==> src/rtl/mdu_sequencer.sv <==
// mdu_sequencer
// Multi-cycle sequencer for the RV32IM M-extension execute unit. One
// operation is accepted from EX, the pipeline is stalled while the block
// works, and the result is presented for a single cycle with done_o.
// Multiplies take one working cycle; divides run a restoring loop of XLEN
// steps on operand magnitudes, followed by a sign fix. Divide-by-zero and
// signed overflow finish without entering the loop.
//
// Ports
//   clk_i      : clock, all state updates on the rising edge
//   rst_i      : synchronous active-high reset (overrides flush_i/start_i)
//   start_i    : EX holds a valid M-extension op (sampled only in IDLE)
//   funct3_i   : operation select (mul/mulh/mulhsu/mulhu/div/divu/rem/remu)
//   rs1_val_i  : operand A (dividend / multiplicand)
//   rs2_val_i  : operand B (divisor / multiplier)
//   flush_i    : aborts any op in progress, no done_o produced
//   result_o   : registered result, valid while done_o is high, held otherwise
//   done_o     : one-cycle completion strobe
//   busy_o     : sequencer is not idle
//   stall_o    : combinational pipeline stall request
module mdu_sequencer #(
  parameter int XLEN = 32
) (
  input  logic            clk_i,
  input  logic            rst_i,
  input  logic            start_i,
  input  logic [2:0]      funct3_i,
  input  logic [XLEN-1:0] rs1_val_i,
  input  logic [XLEN-1:0] rs2_val_i,
  input  logic            flush_i,
  output logic [XLEN-1:0] result_o,
  output logic            done_o,
  output logic            busy_o,
  output logic            stall_o
);

  localparam int              CW       = $clog2(XLEN);
  localparam logic [CW-1:0]   LastStep = CW'(XLEN - 1);
  localparam logic [XLEN-1:0] MinNeg   = {1'b1, {(XLEN-1){1'b0}}};

  typedef enum logic [1:0] {
    IDLE,
    MUL,
    DIV,
    DONE
  } state_e;

  state_e          state_q, state_d;
  logic [XLEN-1:0] opA_q, opA_d;
  logic [XLEN-1:0] opB_q, opB_d;
  // Only funct3[1:0] is kept: bit 2 (mul vs div) is already encoded by the
  // state the sequencer moves into.
  logic [1:0]      opSel_q, opSel_d;
  logic [CW-1:0]   cnt_q, cnt_d;
  logic [XLEN-1:0] rem_q, rem_d;
  logic [XLEN-1:0] quo_q, quo_d;
  logic [XLEN-1:0] result_q, result_d;

  // Multiplier. Extending to 2*XLEN instead of XLEN+1 gives the same low
  // 2*XLEN product bits, so a plain truncating multiply is enough.
  // mulhu zero-extends A; mulhsu and mulhu zero-extend B.
  logic [2*XLEN-1:0] mulA, mulB, product;

  always_comb begin
    mulA    = (opSel_q == 2'b11) ? {{XLEN{1'b0}}, opA_q}
                                 : {{XLEN{opA_q[XLEN-1]}}, opA_q};
    mulB    = opSel_q[1] ? {{XLEN{1'b0}}, opB_q}
                         : {{XLEN{opB_q[XLEN-1]}}, opB_q};
    product = mulA * mulB;
  end

  // One restoring divide step on magnitudes. The quotient register starts
  // out holding |A| and fills with quotient bits from the right as the
  // dividend bits are shifted into the remainder. diff[XLEN] is the borrow.
  logic            divSigned;
  logic [XLEN-1:0] divMag;
  logic [XLEN:0]   shifted, diff;
  logic            geq;
  logic [XLEN-1:0] remStep, quoStep, remFinal, quoFinal;

  always_comb begin
    divSigned = ~opSel_q[0];
    divMag    = (divSigned & opB_q[XLEN-1]) ? -opB_q : opB_q;
    shifted   = {rem_q, quo_q[XLEN-1]};
    diff      = shifted - {1'b0, divMag};
    geq       = ~diff[XLEN];
    remStep   = geq ? diff[XLEN-1:0] : shifted[XLEN-1:0];
    quoStep   = {quo_q[XLEN-2:0], geq};
    quoFinal  = (divSigned & (opA_q[XLEN-1] ^ opB_q[XLEN-1])) ? -quoStep : quoStep;
    remFinal  = (divSigned & opA_q[XLEN-1]) ? -remStep : remStep;
  end

  // Decode of the incoming operands while IDLE, used to pick the special
  // divide paths and to preload |A| into the quotient register.
  logic            inSigned, inDivZero, inOverflow;
  logic [XLEN-1:0] inMagA;

  always_comb begin
    inSigned   = ~funct3_i[0];
    inDivZero  = (rs2_val_i == '0);
    inOverflow = inSigned & (rs1_val_i == MinNeg) & (rs2_val_i == '1);
    inMagA     = (inSigned & rs1_val_i[XLEN-1]) ? -rs1_val_i : rs1_val_i;
  end

  // Next-state logic. A flush abandons everything except the held result.
  always_comb begin
    state_d  = state_q;
    opA_d    = opA_q;
    opB_d    = opB_q;
    opSel_d  = opSel_q;
    cnt_d    = cnt_q;
    rem_d    = rem_q;
    quo_d    = quo_q;
    result_d = result_q;

    if (flush_i) begin
      state_d = IDLE;
      cnt_d   = '0;
    end else begin
      case (state_q)
        IDLE: begin
          if (start_i) begin
            opA_d   = rs1_val_i;
            opB_d   = rs2_val_i;
            opSel_d = funct3_i[1:0];
            cnt_d   = '0;
            if (!funct3_i[2]) begin
              state_d = MUL;
            end else if (inDivZero) begin
              result_d = funct3_i[1] ? rs1_val_i : '1;
              state_d  = DONE;
            end else if (inOverflow) begin
              result_d = funct3_i[1] ? '0 : MinNeg;
              state_d  = DONE;
            end else begin
              rem_d   = '0;
              quo_d   = inMagA;
              state_d = DIV;
            end
          end
        end
        MUL: begin
          result_d = (opSel_q == 2'b00) ? product[XLEN-1:0] : product[2*XLEN-1:XLEN];
          state_d  = DONE;
        end
        DIV: begin
          rem_d = remStep;
          quo_d = quoStep;
          cnt_d = cnt_q + 1'b1;
          if (cnt_q == LastStep) begin
            result_d = opSel_q[1] ? remFinal : quoFinal;
            state_d  = DONE;
          end
        end
        DONE: begin
          state_d = IDLE;
        end
        default: begin
          state_d = IDLE;
        end
      endcase
    end
  end

  always_ff @(posedge clk_i) begin
    if (rst_i) begin
      state_q  <= IDLE;
      opA_q    <= '0;
      opB_q    <= '0;
      opSel_q  <= '0;
      cnt_q    <= '0;
      rem_q    <= '0;
      quo_q    <= '0;
      result_q <= '0;
    end else begin
      state_q  <= state_d;
      opA_q    <= opA_d;
      opB_q    <= opB_d;
      opSel_q  <= opSel_d;
      cnt_q    <= cnt_d;
      rem_q    <= rem_d;
      quo_q    <= quo_d;
      result_q <= result_d;
    end
  end

  // Stall covers the accepting IDLE cycle and every working cycle, and is
  // dropped during reset since nothing can be accepted then.
  always_comb begin
    result_o = result_q;
    done_o   = (state_q == DONE);
    busy_o   = (state_q != IDLE);
    stall_o  = ~rst_i & ((start_i & (state_q == IDLE) & ~flush_i) |
                         (state_q == MUL) | (state_q == DIV));
  end

endmodule

==> config.mk <==
export PLATFORM = sky130hd
export DESIGN_NAME = mdu_sequencer
export DESIGN_NICKNAME = d
export VERILOG_FILES = /design/src/rtl/mdu_sequencer.sv
export SDC_FILE = /design/constraint.sdc
export NUM_CORES = 2
export LEC_CHECK = 0
export ABC_CLOCK_PERIOD_IN_PS = 22100
export BUFFER_PORTS_ARGS = -buffer_cell sky130_fd_sc_hd__buf_2
export CAP_MARGIN = 20
export CORE_AREA = 2 2 499 501
export DETAILED_ROUTE_END_ITERATION = 7
export DIE_AREA = 0 0 501 503
export PLACE_DENSITY = 0.34
export SYNTH_ARGS = -nofsm -noshare
export SYNTH_HDL_FRONTEND = slang
export SYNTH_SLANG_ARGS = --single-unit
==> constraint.sdc <==
create_clock -name clk_i -period 22.1 [get_ports clk_i]
set_input_delay 4.42 -clock clk_i [delete_from_list [all_inputs] [get_ports clk_i]]
set_output_delay 4.42 -clock clk_i [all_outputs]
set_load 0.02 [all_outputs]
Word level (Yosys, flattened, before mapping):

Cells that the tools add are included.
W data, S select, Z words.

* register bits: 169

* reductions and logical operators: 12
* muxes and demuxes: 35
* bitwise gates (word level): 17
* add/sub/neg operators: 6
* equal/unequal tests: 13
* $mul: 1

Operators with widths (number)
* $mux W32: 22
* $mux W64: 2
* $neg A32 Y32: 4
* $pmux W32 S2: 2
* $pmux W32 S3: 1
* $eq A32 B32 Y1 const B: 2
* $mul A64 B64 Y64: 1
* $sub A33 B32 Y33: 1
* $logic_not A32 Y1: 1
* $reduce_and A6 Y1: 2
* $ne A2 B2 Y1 const B: 5
* $pmux W5 S2: 1
* $and A1 B1 Y1: 9
* $pmux W2 S4: 1
* $eq A2 B2 Y1 const B: 3
* $mux W2: 3
* $add A5 B1 Y5 const B: 1
* $eq A5 B5 Y1 const B: 1
* $mux W5: 1
* $not A1 Y1: 5
* $logic_not A2 Y1: 2
* $reduce_and A2 Y1: 2
* $reduce_bool A2 Y1: 2
* $ne A3 B3 Y1 const B: 1
* other kinds (7): 9

Depth between registers and ports, before layout:

* word-level depth: 10
* gate-level depth with buffers: 37
* gate-level depth less buffers: 35

Worst setup path before layout:

No wires, ideal clock.

* path type: input to output
* start: in start_i
* end: out stall_o
* slack: 12.266 ns
* stages: 5
* data arrival time: 5.414 ns
* data required time: 17.680 ns
* cell sequence: nand2_1 or2_2 clkbuf_1 clkbuf_1 a21oi_1

* word-level cells in the longest chain between the ends: 5

Ends and longest elaborated chain
* start, declared: line 26 `input logic start_i,`
* $and A1 B1 Y1 (2 in a row): line 193 `stall_o = ~rst_i & ((start_i & (state_q == IDLE) & ~flush_i) |`
* $or A1 B1 Y1: line 193
* $or A1 B1 Y1: line 194 `(state_q == MUL) | (state_q == DIV));`
* $and A1 B1 Y1: line 193
* end, declared: line 34 `output logic stall_o`

Every way passes these cells.

Worst setup path after layout:

* start: reg opSel_q[1]
* end: reg result_q[31], in the netlist result_o[31]

* word-level cells in the longest chain between the ends: 5
* elaborated cells between the ends (all ways): 9
* classes of those cells: 1 x mul; 1 x eq/ne; 6 x mux; 1 x reduce/logical

Ends and longest elaborated chain
* start, declared: line 53 `logic [1:0] opSel_q, opSel_d;`
* start signal, assigned: line 179 `opSel_q <= opSel_d;`
* $eq A2 B2 Y1: line 65 `mulA = (opSel_q == 2'b11) ? {{XLEN{1'b0}}, opA_q}`
* $mux W64: line 65
* $mul A64 B64 Y64: line 69 `product = mulA * mulB;`
* $mux W32: line 143 `result_d = (opSel_q == 2'b00) ? product[XLEN-1:0] : product[2*XLEN-1:XLEN];`
* $pmux W32 S3 *: line 120 `case (state_q)`
* end signal, assigned: line 183 `result_q <= result_d;`
* end, declared: line 57 `logic [XLEN-1:0] result_q, result_d;`

Mark *: on every way between the ends. The rest lies on a longest branch, timed or not. The select of a mux whose other input is x is not followed.
A chain may end at the register's enable or synchronous reset.

==> summary.md <==
| Metric | Value |
|---|---|
| Run status | `complete, no violations` |
| Worst-case vdd ir drop | `0.00006840 V` |
| Syn_nets | `between 8000 and 9000` |
| FP Rows | `approximately 180` |
| CP arrival | `around 11000 ps` |
| Crit path max fanout | `29` |
| Core area | `247100 sq um` |
| First-pass GRT wire length | `361.0 mm` |
| Placed instance count | `10080` |
| Max cap viols | `0` |
| Post-route insts no fill | `10120` |
| Mapped Cells | `around 7000` |
| Number of clock buffers inserted by TritonCTS | `17` |
| Logic pwr share | `between 60% and 70%` |
| Hold Crit Class | `flop to flop` |
| Die Width | `between 500 and 600 um` |
| Post-detailed-routing wire length | `240.6 mm` |
| Placement Setup Slack | `roughly 11000 ps` |
| Clock power frac | `19.1%` |
| Most frequent CP cell | `fa_1` |
| Skew-Pair Late Insertion Delay | `between 500 and 600 ps` |
| Clock slew at reported path FFs | `~70 ps` |
| Synth Cell Area | `61290 sq um` |
| Yosys reg bits | `169` |
| Ys async rst share | `0%` |
| P_int | `799.0 uW` |
| Root Buffer | `clkbuf_16` |
| Crit-path max cell delay | `between 500 and 600 ps` |
| Crit path kind | `flop to flop` |
| Final ANT Viol Nets | `0` |
| Tot GR Track Use | `19.47%` |
| FILL cells | `26830` |
| Avg Cell Area, Syn | `8.736 sq um` |
| DRT Pass-1 Iters | `7` |
| Global route overflow | `0` |
| Share of layout cells above drive strength 1 | `4.915%` |
| Via count | `46560` |
| Post-CTS sizing | `0` |
| Leakage | `0.03174 uW` |
| Number of global-route vias before repair | `~50000` |
| Ys flop type | `dfxtp_1` |
| Nets@finish | `8707` |
| CTS sink count | `169` |
| Die footprint | `252000 sq um` |
| Yosys Warn Count | `0` |
| Switch share | `52.41%` |
| DR iter-0 viols | `2719` |
| DRC Markers | `0` |
| Antenna violations before repair | `11` |
| RSZ-0062 raised after global routing | `no` |
| Fin crit period | `10690 ps` |
| Worst Setup End Kind | `flop` |
| Mean number of vias per cell | `4.600` |
| WP data required | `between 20000 and 25000 ps` |
| Fin area | `65870 sq um` |
| Initial Util | `approximately 25%` |
| CTS Hold Bufs | `0` |
| Relative slew slack | `between 20% and 30%` |
| Netlist cell types | `90` |
| Crit-path slowest cell | `o31ai_1` |
| NetSw | `between 800 and 900 uW` |
| Area after DPL | `65310 sq um` |
| Register area share after synthesis | `5.520%` |
| Hold slack final | `451.8 ps` |
| Post-synth EDFFs | `0` |
| Total Neg Setup Slack | `0 ps` |
| Worst Skew | `41.25 ps` |
| Setup Buffers After CTS | `0` |
| Gp weighted congestion | `about 0.85` |
| P&R area growth vs syn | `7.476%` |
| Startpoint Class | `flop` |
| Final Worst Setup Slack | `11410 ps` |
| P per Cell Area | `25.49 nW/um^2` |
| CTS tree | `done` |
| Die height | `between 500 and 600 um` |
| Ports | `106` |
| Largest net degree at the start of global routing | `67` |
| Number of H-tree levels | `4` |
| Final Setup Violations | `0` |
| Clock buffer depth | `2` |
| Achievable Freq | `around 94 MHz` |
| Worst-margin pin slew | `1125 ps` |
| # port buffers | `105` |
| Register share of total power | `20.0%` |
| Fin. Hold Viols | `0` |
| WL/cell | `23.77 um` |
| DP HPWL | `196.8 mm` |
| Period utilization | `48.37%` |
| Max-slew violation count | `0` |
==> final timing paths <==
path	start	to	slack, ps	depth (start not counted)
max	opSel_q[1]$_SDFFE_PP0P_	result_o[31]$_SDFFE_PP0P_	11410	33
min	opB_q[17]$_SDFFE_PP0P_	opB_q[17]$_SDFFE_PP0P_	450	2
max reg2reg	opSel_q[1]$_SDFFE_PP0P_	result_o[31]$_SDFFE_PP0P_	11410	33
min reg2reg	opB_q[17]$_SDFFE_PP0P_	opB_q[17]$_SDFFE_PP0P_	450	2
==> cells by family after synthesis <==
logic type / after synthesis / synth area share, %
simple gates: 1999 / 15.93
buf+inv: 1959 / 12.06
compound gates: 840 / 8.801
xor+xnor: 232 / 3.383
flops: 169 / 5.520
mux: 42 / 0.7105
fa+ha+maj: 1774 / 53.60
==> power groups by stage <==
stage / clock [uW] / combinational, uW / sequential [uW]
2_1_floorplan: 0 / 644 / 328
3_3_place_gp: 0 / 1040 / 342
5_1_grt: 340 / 1130 / 336
4_1_cts: 333 / 1050 / 335
3_5_place_dp: 0 / 1040 / 342
6_report: 320 / 1020 / 335
==> layout by cell type (no fill, tap or decap), types with 23 or more instances in the layout <==
master,instances
a211oi_1,25
a21o_1,60
a21oi_1,286
a31oi_1,52
and2_1,610
and3_1,23
buf_2,104
buf_4,111
dfxtp_1,139
dfxtp_2,30
fa_1,1420
ha_1,350
inv_1,1571
mux2i_1,30
nand2_1,874
nand2b_1,35
nand3_1,47
nand4_1,35
nor2_1,200
nor3_1,58
nor4_1,26
o211ai_1,39
o21ai_0,154
o31ai_1,35
xnor2_1,145
xor2_1,84
==> metrics by stage <==
stage,util (%),power [uW]
after floorplan,-,972.2
after global placement,26.43,1385
after detailed placement,26.43,1380
after CTS,26.65,1714
after global routing,26.65,1811
final,26.66,1679
==> cell type report <==
| cell class | instances | area, sq um | area share [%] |
|---|---|---|---|
| Timing Repair Buffer | 215 | 1354 | 2.055 |
| Antenna cell | 7 | 17.52 | 0.02659 |
| Clock buffer | 21 | 460.4 | 0.6990 |
| Multi-Input combinational cell | 4887 | 50570 | 76.77 |
| Clock inverter | 10 | 85.08 | 0.1292 |
| Tap cell | 3237 | 4050 | 6.149 |
| Sequential cell | 169 | 3421 | 5.193 |
| Inverter | 1575 | 5912 | 8.975 |
==> state kept, by name, summed over array words and instances, names as in the netlist <==
name	count
opA_q	32
opB_q	32
quo_q	32
rem_q	32
result_o	32
cnt_q	5
opSel_q	2
state_q	2
==> per-layer routing <==
metal	up-vias	wire (um)	GRT usage, %
met5	-	0	0
met4	0	3604	2.796
met2	934	118700	33.89
li1	20860	-	-
met3	135	6542	0.9331
met1	24630	111700	27.19
==> critical path: cells and delay by family (launching register included) <==
kind | cells | cell delay, ps
adders and majority gates | 10 | 4430
buffers and inverters | 9 | 1470
and+or+nand+nor | 4 | 1210
AOI/OAI and AO/OA | 9 | 2880
muxes | 1 | 250
DFF | 1 | 310
==> synth_stat cells, drive strengths merged, types with 14 or more instances <==
library cell	number	area, sq um
buf	45	205.2
nand2b	36	232.7
inv	1573	5904
o41ai	16	140.1
and2	612	3829
nor2	201	754.5
xnor2	145	1270
a21o	61	457.9
nand4	36	231.5
nor4	26	162.7
nor3	60	311.5
ha	351	4392
dfxtp	169	3383
mux2i	30	300.3
o21bai	20	150.1
nor2b	18	112.6
and3	24	151.4
a221oi	15	155.2
o211ai	40	314.0
nand2	875	3284
nand3	47	235.2
a21oi	290	1463
o21ai	160	800.8
o21a	14	105.1
a211oi	26	207.7
clkbuf	339	1274
fa	1420	28430
or3	20	125.1
o31ai	35	262.8
a31oi	52	325.3
xor2	84	735.7
No activity file was read; power rests on OpenSTA's default activity.
